## config.mk

```make
export PLATFORM = sky130hd
export DESIGN_NAME = regfile_op_sequencer
export DESIGN_NICKNAME = d
export VERILOG_FILES = /design/src/rtl/regfile_op_sequencer.sv
export SDC_FILE = /design/constraint.sdc
export NUM_CORES = 1
export LEC_CHECK = 0
export BUFFER_PORTS_ARGS = -buffer_cell sky130_fd_sc_hd__buf_2
export CELL_PAD_IN_SITES_DETAIL_PLACEMENT = 0
export CELL_PAD_IN_SITES_GLOBAL_PLACEMENT = 1
export CORE_ASPECT_RATIO = 0.5
export CORE_MARGIN = 10
export CORE_UTILIZATION = 42
export CTS_BUF_LIST = sky130_fd_sc_hd__clkbuf_4 sky130_fd_sc_hd__clkbuf_8
export DETAILED_ROUTE_END_ITERATION = 10
export PLACE_DENSITY_LB_ADDON = 0.1
export SETUP_SLACK_MARGIN = 0.15
export SYNTH_ARGS = -nofsm -noshare
export SYNTH_HDL_FRONTEND = slang
export SYNTH_SLANG_ARGS = --single-unit
```

## constraint.sdc

```tcl
create_clock -name clk -period 4.1 [get_ports clk]
set_input_delay 0.41 -clock clk [delete_from_list [all_inputs] [get_ports clk]]
set_output_delay 0.41 -clock clk [all_outputs]
set_load 0.01 [all_outputs]
```

## src/rtl/regfile_op_sequencer.sv

```systemverilog
// Micro-op sequencer in front of a small register file: turns MOV/LDI/INC/CMP ops
// into one-hot read/write enables and write data. All outputs come straight from flops.
module regfile_op_sequencer #(
  parameter int REG_COUNT = 11,
  parameter int REG_WIDTH = 12,
  parameter int IDX_W     = 4
) (
  input  logic                 clk,
  input  logic                 reset,
  input  logic                 op_valid,
  output logic                 op_ready,
  input  logic [1:0]           op_code,
  input  logic [IDX_W-1:0]     op_src,
  input  logic [IDX_W-1:0]     op_dst,
  input  logic [REG_WIDTH-1:0] op_imm,
  output logic [REG_COUNT-1:0] rf_read_en,
  output logic [REG_COUNT-1:0] rf_write_en,
  output logic [REG_WIDTH-1:0] rf_datain,
  input  logic [REG_WIDTH-1:0] rf_dataout,
  output logic                 done,
  output logic                 eq_flag,
  output logic                 err
);

  typedef enum logic [2:0] {S_IDLE, S_READ, S_CMP, S_WRITE, S_ERR} state_t;
  typedef enum logic [1:0] {OP_MOV = 2'b00, OP_LDI = 2'b01, OP_INC = 2'b10, OP_CMP = 2'b11} opcode_t;

  // Only the fields needed after the accept cycle are kept; src/imm are consumed on accept.
  typedef struct packed {
    logic [1:0]       code;
    logic [IDX_W-1:0] dst;
  } op_t;

  state_t              state;
  op_t                 op_q;
  logic [REG_WIDTH-1:0] hold;

  function automatic logic [REG_COUNT-1:0] onehot(input logic [IDX_W-1:0] idx);
    onehot = '0;
    for (int i = 0; i < REG_COUNT; i++)
      if (int'(idx) == i) onehot[i] = 1'b1;
  endfunction

  function automatic logic bad_idx(input logic [IDX_W-1:0] idx);
    bad_idx = (int'(idx) >= REG_COUNT);
  endfunction

  always_ff @(posedge clk) begin
    if (reset) begin
      state       <= S_IDLE;
      op_q        <= '0;
      hold        <= '0;
      eq_flag     <= 1'b0;
      op_ready    <= 1'b1;
      done        <= 1'b0;
      err         <= 1'b0;
      rf_read_en  <= '0;
      rf_write_en <= '0;
      rf_datain   <= '0;
    end else begin
      // Pulses and enables default low; each transition sets what the next state shows.
      done        <= 1'b0;
      err         <= 1'b0;
      rf_read_en  <= '0;
      rf_write_en <= '0;
      rf_datain   <= '0;
      case (state)
        S_IDLE: begin
          if (op_valid) begin
            op_q.code <= op_code;
            op_q.dst  <= op_dst;
            op_ready  <= 1'b0;
            if (bad_idx(op_dst) || (op_code != OP_LDI && bad_idx(op_src))) begin
              state <= S_ERR;
              err   <= 1'b1;
              done  <= 1'b1;
            end else if (op_code == OP_LDI) begin
              state       <= S_WRITE;
              rf_write_en <= onehot(op_dst);
              rf_datain   <= op_imm;
              done        <= 1'b1;
            end else begin
              state      <= S_READ;
              rf_read_en <= onehot(op_src);
            end
          end
        end
        S_READ: begin
          hold <= rf_dataout;
          done <= 1'b1;
          if (op_q.code == OP_CMP) begin
            state      <= S_CMP;
            rf_read_en <= onehot(op_q.dst);
          end else begin
            // Write data is hold (MOV) or hold+1 (INC), taken from the value being latched.
            state       <= S_WRITE;
            rf_write_en <= onehot(op_q.dst);
            rf_datain   <= (op_q.code == OP_INC) ? rf_dataout + REG_WIDTH'(1) : rf_dataout;
          end
        end
        S_CMP: begin
          eq_flag  <= (rf_dataout == hold);
          state    <= S_IDLE;
          op_ready <= 1'b1;
        end
        S_WRITE, S_ERR: begin
          state    <= S_IDLE;
          op_ready <= 1'b1;
        end
        default: begin
          state    <= S_IDLE;
          op_ready <= 1'b1;
        end
      endcase
    end
  end

endmodule

```

==> results of run 1 <==
## worst max-delay path, stage by stage (launching register included)
cell and delay (ns):
dfxtp_1 0.48, nor3b_2 0.93, nand3_1 0.27, nor4b_1 0.55
nand2_1 0.13, o31ai_2 0.08
## registers in the layout, indices dropped and copies added (netlist names)
signal / cells
op_ready: 1
op_q: 6
rf_datain: 12
rf_read_en: 11
rf_write_en: 11
err: 1
hold: 12
state: 3
eq_flag: 1
done: 1
## kinds of logic (layout without fill, tap and decap cells)
| logic type | Yosys count | after routing | synth area share, % |
|---|---|---|---|
| DFF | 59 | 59 | 44.5 |
| AOI/OAI and AO/OA | 62 | 62 | 15.1 |
| adders and majority gates | 1 | 1 | 0.472 |
| buffers and inverters | 30 | 98 | 4.95 |
| muxes | 1 | 1 | 0.378 |
| and+or+nand+nor | 146 | 146 | 27.3 |
| xor gates and xnor gates | 22 | 22 | 7.27 |
## worst paths after layout
path,to,slack [ns],depth (start not counted)
hold / removal,rf_datain[7]$_SDFF_PP0_,0.27,3
setup reg to reg,rf_read_en[9]$_SDFF_PP0_,1.57,5
hold reg to reg,eq_flag$_SDFFE_PP0N_,0.46,2
setup / recovery,rf_read_en[9]$_SDFF_PP0_,1.57,5
## power breakdown
| group | internal [mW] | switching [mW] | leakage (nW) | total, mW |
|---|---|---|---|---|
| Clock | 0.323 | 0.220 | 0.106 | 0.543 |
| Combinational | 0.0680 | 0.118 | 0.749 | 0.186 |
| Sequential | 0.600 | 0.0237 | 0.479 | 0.624 |
## per-stage QoR
step                instance area [µm²]  hold WS (ns)
floorplan                          2650         0.448
global placement                   3030         0.444
detailed placement                 3030         0.450
CTS                                3240         0.254
global route                       3240         0.259
finish                             3240         0.270
## area by class of cell
class	instances	area (µm²)
flip-flops and latches	59	1180
fillers	639	2870
clock inverters	2	35.0
multi-input cells	232	1340
repair buffers	74	370
clock buffers	13	166
well taps	88	110
inverters	9	33.8
## placed cells by master (no fill, tap or decap), drive strengths merged, types with 6 or more instances in the layout
cell,n
a21oi,28
nor3,12
xor2,6
xnor2,16
clkbuf,13
o21ai,7
buf,74
nand2,56
dfxtp,59
nor2,36
nand3,15
a22oi,16
inv,9
## routing by layer
metal	track usage [%]	part of all wire, %
met5	0	0
met4	5.02	1.1
met1	15.4	44
met2	24.8	48
met3	5.99	6.9
==> impl_metrics.py, run 1 <==
metrics = {
    "outcome": {
        "status": "finished, final reports clean",
    },
    "global_routing": {
        "grt_usage_pct": 14.3,
        "grt_max_degree": 29,
        "grt_antenna_before_repair": 0,
        "grt_pass1_vias": 2465,
        "grt-ovfl-total": 0,
        "grt_pass1_wl_mm": 11.8,
    },
    "placement": {
        "hpwlAfterDp_mm": 5.43,
        "place_inst": 462,
        "dp_slack_ns": 1.54,
        "port_buffers": 74,
        "place.gp.congestion": 0.802,
    },
    "synthesis": {
        "ys.flop_type": "dfxtp_1",
        "avgSynthCellArea_um2": 8.26,
        "synth_edf_count": 0,
        "yosys.area.top_type": "dfxtp_1",
        "synth_top_area_share_pct": 44.5,
        "synthArstFlopShare_pct": 0,
        "synth_area_um2": 2650,
        "synthTopCellsByArea": "dfxtp_1 45%, nand2_1 7.9%, a21oi_1 5.3%, xnor2_1 5.3%, nor2_1 5.1%",
        "syn_inst": 321,
        "yosysUniqueCellTypes": 42,
        "yosysWarnings": 0,
        "synth_most_common_cell": "dfxtp_1",
        "synth_common_cells": "59 x dfxtp_1, 56 x nand2_1, 36 x nor2_1",
        "ys_seq_area_share_pct": 44.5,
        "ys_seq_elements": 59,
        "syn_nets": 359,
    },
    "cts": {
        "post_cts_resized": 0,
        "htree_levels": 3,
        "post-cts-setup-buffer-count": 0,
        "clock-sinks": 59,
        "tritoncts": "yes",
        "numCtsBuffers": 9,
        "clock-root-buffer": "clkbuf_8",
        "clock_path_buffers": 2,
        "clk_pin_slew_ns": 0.06,
        "hold_buffers": 0,
        "clk_latency_ns": 0.35,
    },
    "final_layout": {
        "num-nets-final": 423,
        "drive_above_1_share_pct": 25.7,
        "area_delta_synth_final_pct": 22.0,
        "final_cells": 477,
        "antenna_cells": 0,
        "fin_util_pct": 53.0,
    },
    "detailed_routing": {
        "first_pass_iters": 5,
        "drtIter0Drc": 123,
        "routedWlPerCell_um": 15.2,
        "ant_nets": 0,
        "num_vias": 2449,
        "vias_per_cell": 5.13,
        "totalWireLength_mm": 7.23,
        "drc": 0,
    },
    "floorplan": {
        "rows": 20,
        "core_region_area_um2": 6110,
        "initial_core_util_pct": 43.4,
        "ios": 75,
        "dieHeight_um": 76.2,
        "die_w_um": 132,
        "dieArea_um2": 10100,
    },
    "critical_path": {
        "cp-end-kind": "register",
        "path_max_fanout": 16,
        "rr_startpoint": "state[0]$_SDFFE_PP0N_",
        "critical_path_class": "register to register",
        "crit_path_start_kind": "register",
        "arrival_ns": 2.79,
        "worstPathRequired_ns": 4.36,
        "crit_start": "state[0]$_SDFFE_PP0N_",
    },
    "sta": {
        "finalCriticalPeriod_ns": 2.53,
        "worst_pin_slew_ns": 1.08,
        "hold_viol": 0,
        "tns_ns": 0,
        "maxSlewViolCount": 0,
        "relSlewSlack_pct": 27.5,
        "fin_crit_sh_pct": 61.7,
        "rsz0062_at_grt": "false",
        "finClkSkew_ns": 0.0119,
        "fin_ws_ns": 1.57,
        "report.final.setup_viol": 0,
        "max_freq_ghz": 0.395,
    },
    "power": {
        "powerDensity_nw_per_um2": 418,
        "leakage_nw": 1.33,
        "totalPowerFinal_mw": 1.35,
        "peakVddDrop_mv": 0.231,
    },
    "hold_path": {
        "hold_start": "op_imm[7]",
        "hp-class": "primary input to register",
    },
    "flow_run": {
        "drv_cap": 0,
    },
}
(Power assumes the default switching activity.)
==> run 2, diff against run 1 <==
Settings changed: CORE_UTILIZATION 42 to 39.
Clock period 4.1 ns to 2.5 ns, I/O delays scaled along.
==> impl_metrics.py, run 2 (synthesis gave the netlist of run 1 again) <==
metrics = {
    "outcome": {
        "status": "finished, final reports clean",
    },
    "floorplan": {
        "die_w_um": 137,
        "rows": 21,
        "dieHeight_um": 78.3,
        "core_region_area_um2": 6650,
        "dieArea_um2": 10700,
        "initial_core_util_pct": 39.9,
        "ios": 75,
    },
    "sta": {
        "fin_crit_sh_pct": 79.6,
        "report.final.setup_viol": 0,
        "rsz0062_at_grt": "false",
        "maxSlewViolCount": 0,
        "finClkSkew_ns": 0.00714,
        "relSlewSlack_pct": 52.2,
        "tns_ns": 0,
        "finalCriticalPeriod_ns": 1.99,
        "hold_viol": 0,
        "whs_ns": 0.0957,
        "max_freq_ghz": 0.502,
        "worst_pin_slew_ns": 0.710,
    },
    "critical_path": {
        "worstPathRequired_ns": 2.74,
        "crit_path_top_delay_cell": "or3_1",
        "cp-end-kind": "register",
        "crit_chain": "or3_1 > nor4_4 > nand3b_2 > o32ai_1",
        "crit_family": "simple AND/OR/NAND/NOR gates",
        "cpPeakStageDelay_ns": 0.65,
        "crit_path_start_kind": "register",
        "critical_path_class": "register to register",
        "crit_buf_inv": 0,
        "path_max_fanout": 15,
        "arrival_ns": 2.24,
    },
    "detailed_routing": {
        "routedWlPerCell_um": 14.9,
        "num_vias": 2449,
        "ant_nets": 0,
        "drtIter0Drc": 187,
        "first_pass_iters": 4,
        "vias_per_cell": 5.03,
        "drc": 0,
        "totalWireLength_mm": 7.25,
    },
    "cts": {
        "hold_buffers": 0,
        "tritoncts": "yes",
        "clock-sinks": 59,
        "clk_pin_slew_ns": 0.07,
        "clk_latency_ns": 0.35,
        "clock-root-buffer": "clkbuf_8",
        "post-cts-setup-buffer-count": 0,
        "post_cts_resized": 0,
        "clock_path_buffers": 2,
        "numCtsBuffers": 9,
        "htree_levels": 3,
    },
    "global_routing": {
        "grt-ovfl-total": 0,
        "grt_pass1_vias": 2413,
        "grt_usage_pct": 13.9,
        "grt_pass1_wl_mm": 11.7,
        "grt_antenna_before_repair": 0,
        "grt_max_degree": 25,
    },
    "power": {
        "powerDensity_nw_per_um2": 656,
        "switching_share_pct": 27.6,
        "combPwrFrac_pct": 14.9,
        "leakage_nw": 1.36,
        "peakVddDrop_mv": 0.398,
        "seqPwrFrac_pct": 47.7,
        "p_sw_uw": 592,
        "p_int_mw": 1.55,
        "power_frac_clock_pct": 37.4,
    },
    "final_layout": {
        "antenna_cells": 0,
        "final_cell_mix": "74 x buf_2, 59 x dfxtp_1, 56 x nand2_1",
        "multi_input_area_um2": 1340,
        "top_regs": "hold (12), rf_datain (12)",
        "area_delta_synth_final_pct": 23.2,
        "nFillCells": 666,
        "drive_above_1_share_pct": 26.8,
        "final_cells": 487,
        "num-nets-final": 429,
        "final_common_cell": "buf_2",
        "seqCellArea_um2": 1180,
    },
    "placement": {
        "place.gp.congestion": 0.813,
        "place_inst": 472,
        "hpwlAfterDp_mm": 5.58,
        "port_buffers": 74,
    },
    "flow_run": {
        "drv_cap": 0,
    },
    "hold_path": {
        "hp-class": "primary input to register",
    },
}
==> run 2: area by class of cell <==
cell class                 instances  area share [%]
multi-input combinational        232            41.0
sequential                        59            36.2
timing repair buffer              80            12.7
clock buffer                      13            5.29
tap                               92            3.52
inverter                           9            1.03
clock inverter                     2           0.306
==> run 2: per-layer routing <==
metal  share of wire, %  vias up  track usage (%)
li1                   -     1241                -
met1                 44     1129             15.9
met2                 48       74             22.5
met3                7.7        5             6.29
met4               0.70        0             5.18
met5                  0        -                0
==> run 2: worst paths after layout <==
check | start | to | cells after the start | slack [ns]
max | state[2]$_SDFFE_PP0N_ | rf_write_en[8]$_SDFF_PP0_ | 4 | 0.51
min | op_imm[11] | rf_datain[11]$_SDFF_PP0_ | 3 | 0.1
max reg2reg | state[2]$_SDFFE_PP0N_ | rf_write_en[8]$_SDFF_PP0_ | 4 | 0.51
min reg2reg | eq_flag$_SDFFE_PP0N_ | eq_flag$_SDFFE_PP0N_ | 2 | 0.46
==> run 2: power groups by stage <==
stage	clock network [mW]	logic [mW]	registers, mW
3_3_place_gp	0	0.318	1.04
6_report	0.801	0.319	1.02
5_1_grt	0.871	0.356	1.03
4_1_cts	0.824	0.323	1.02
2_1_floorplan	0	0.215	1.03
3_5_place_dp	0	0.321	1.04
==> run 2: tightest hold or removal path: cells and delay by family <==
kind	cells	cell delay (ns)
simple gates	1	0.03
buf+inv	1	0.07
compound gates	1	0.05
==> run 2: metrics by stage <==
stage	setup WS, ns	util [%]	total power [mW]	cell area, µm²
after floorplan	0.736	-	1.25	2650
after global placement	0.496	46.4	1.36	3080
after detailed placement	0.421	46.4	1.36	3080
after CTS	0.494	49.1	2.17	3270
after global routing	0.366	49.1	2.25	3270
final	0.509	49.1	2.14	3270
==> run 3, diff against run 2 <==
Clock period 2.5 ns to 1.97 ns, I/O delays scaled along.
==> impl_metrics.py, run 3 (synthesis gave the netlist of run 1 again) <==
metrics = {
    "detailed_routing": {
        "drc": 0,
        "num_vias": 2483,
        "vias_per_cell": 5.03,
        "totalWireLength_mm": 7.39,
        "first_pass_iters": 4,
        "drtIter0Drc": 155,
        "routedWlPerCell_um": 14.9,
        "ant_nets": 0,
    },
    "floorplan": {
        "rows": 21,
        "dieHeight_um": 78.3,
        "ios": 75,
        "core_region_area_um2": 6650,
        "initial_core_util_pct": 39.9,
        "dieArea_um2": 10700,
        "die_w_um": 137,
    },
    "critical_path": {
        "critical_path_class": "register to register",
        "crit_chain": "or3_4 > or4_4 > o31ai_2",
        "crit_family": "simple AND/OR/NAND/NOR gates",
        "arrival_ns": 1.99,
        "worstPathRequired_ns": 2.23,
        "cp-end-kind": "register",
        "cpPeakStageDelay_ns": 0.57,
        "crit_buf_inv": 0,
        "crit_path_top_delay_cell": "or4_4",
        "path_max_fanout": 8,
        "crit_path_start_kind": "register",
    },
    "sta": {
        "tns_ns": 0,
        "fin_crit_sh_pct": 87.7,
        "worst_pin_slew_ns": 0.668,
        "report.final.setup_viol": 0,
        "rsz0062_at_grt": "false",
        "relSlewSlack_pct": 55.1,
        "hold_viol": 0,
        "finalCriticalPeriod_ns": 1.73,
        "maxSlewViolCount": 0,
        "max_freq_ghz": 0.579,
        "finClkSkew_ns": 0.00898,
    },
    "placement": {
        "dpl_cell_area_um2": 3130,
        "port_buffers": 74,
        "place.gp.congestion": 0.813,
        "hpwlAfterDp_mm": 5.65,
    },
    "cts": {
        "clock-root-buffer": "clkbuf_8",
        "htree_levels": 3,
        "numCtsBuffers": 9,
        "clk_pin_slew_ns": 0.07,
        "tritoncts": "yes",
        "clk_latency_ns": 0.35,
        "clock_path_buffers": 2,
        "clock-sinks": 59,
    },
    "global_routing": {
        "grt_pass1_wl_mm": 12.2,
        "grt_antenna_before_repair": 0,
        "grt_pass1_vias": 2556,
        "grt_usage_pct": 14.3,
        "grt_max_degree": 22,
        "grt-ovfl-total": 0,
    },
    "final_layout": {
        "final_common_cell": "buf_2",
        "top_regs": "hold (12), rf_datain (12)",
        "drive_above_1_share_pct": 30.1,
        "area_delta_synth_final_pct": 26.7,
        "final_cell_mix": "74 x buf_2, 57 x dfxtp_1, 55 x nand2_1",
        "antenna_cells": 0,
        "final_area_um2": 3360,
        "num-nets-final": 435,
    },
    "power": {
        "leakage_nw": 1.40,
        "totalPowerFinal_mw": 2.80,
        "peakVddDrop_mv": 0.471,
        "powerDensity_nw_per_um2": 833,
    },
    "flow_run": {
        "drv_cap": 0,
    },
    "hold_path": {
        "hp-class": "primary input to register",
    },
    "outcome": {
        "status": "finished, final reports clean",
    },
}
-- run 3: cell count changes in the layout (fill, tap and decap cells not counted), sizes merged --
cell,previous run,this run
buf,80,86
clkbuf,13,15
clkinv,2,1
-- run 3: per-stage QoR --
step / setup WS (ns) / utilization (%) / cells / hold WS [ns]
after detailed placement: 0.186 / 47.1 / 478 / 0.401
after global routing: 0.148 / 50.5 / 494 / 0.0375
final: 0.243 / 50.5 / 494 / 0.0466
after floorplan: 0.206 / - / 321 / 0.276
after global placement: 0.232 / 47.1 / 478 / 0.393
after CTS: 0.181 / 50.1 / 494 / 0.0326
-- run 3: worst register-to-register path: stages, from the launching register on --
cell and delay, ns:
dfxtp_1 0.40, or3_4 0.46, or4_4 0.57, o31ai_2 0.22
-- run 3: timing repair --
item | in CTS | in global routing
buffers inserted | 0 | 0
resized for setup | 1 | 7
hold buffers | 0 | 0
endpoints found under the setup margin | 1 | 23
-- run 3: layout make-up --
type / count / area [µm²]
Inverter: 9 / 33.8
Timing Repair Buffer: 86 / 460
Multi-Input combinational cell: 232 / 1370
Sequential cell: 59 / 1180
Clock buffer: 15 / 194
Tap cell: 92 / 115
Clock inverter: 1 / 5.00
Fill cell: 671 / 3290
-- run 3: final timing paths --
| check | start | to | slack (ns) | cells after the start |
|---|---|---|---|---|
| hold / removal | op_imm[7] | rf_datain[7]$_SDFF_PP0_ | 0.05 | 3 |
| setup / recovery | state[1]$_SDFFE_PP0N_ | rf_read_en[8]$_SDFF_PP0_ | 0.24 | 3 |
| hold reg to reg | eq_flag$_SDFFE_PP0N_ | eq_flag$_SDFFE_PP0N_ | 0.46 | 2 |
| setup reg to reg | state[1]$_SDFFE_PP0N_ | rf_read_en[8]$_SDFF_PP0_ | 0.24 | 3 |
-- run 3: power breakdown --
group / total, mW / switching [mW] / internal, mW
logic: 0.421 / 0.254 / 0.167
clock network: 1.08 / 0.456 / 0.620
registers: 1.30 / 0.0497 / 1.25
-- run 3: per-layer routing --
layer  global-route usage, %  part of all wire (%)
met5                       0                     0
met4                    5.39                   1.3
met3                    6.16                   7.5
met2                    24.4                    49
met1                    15.5                    42
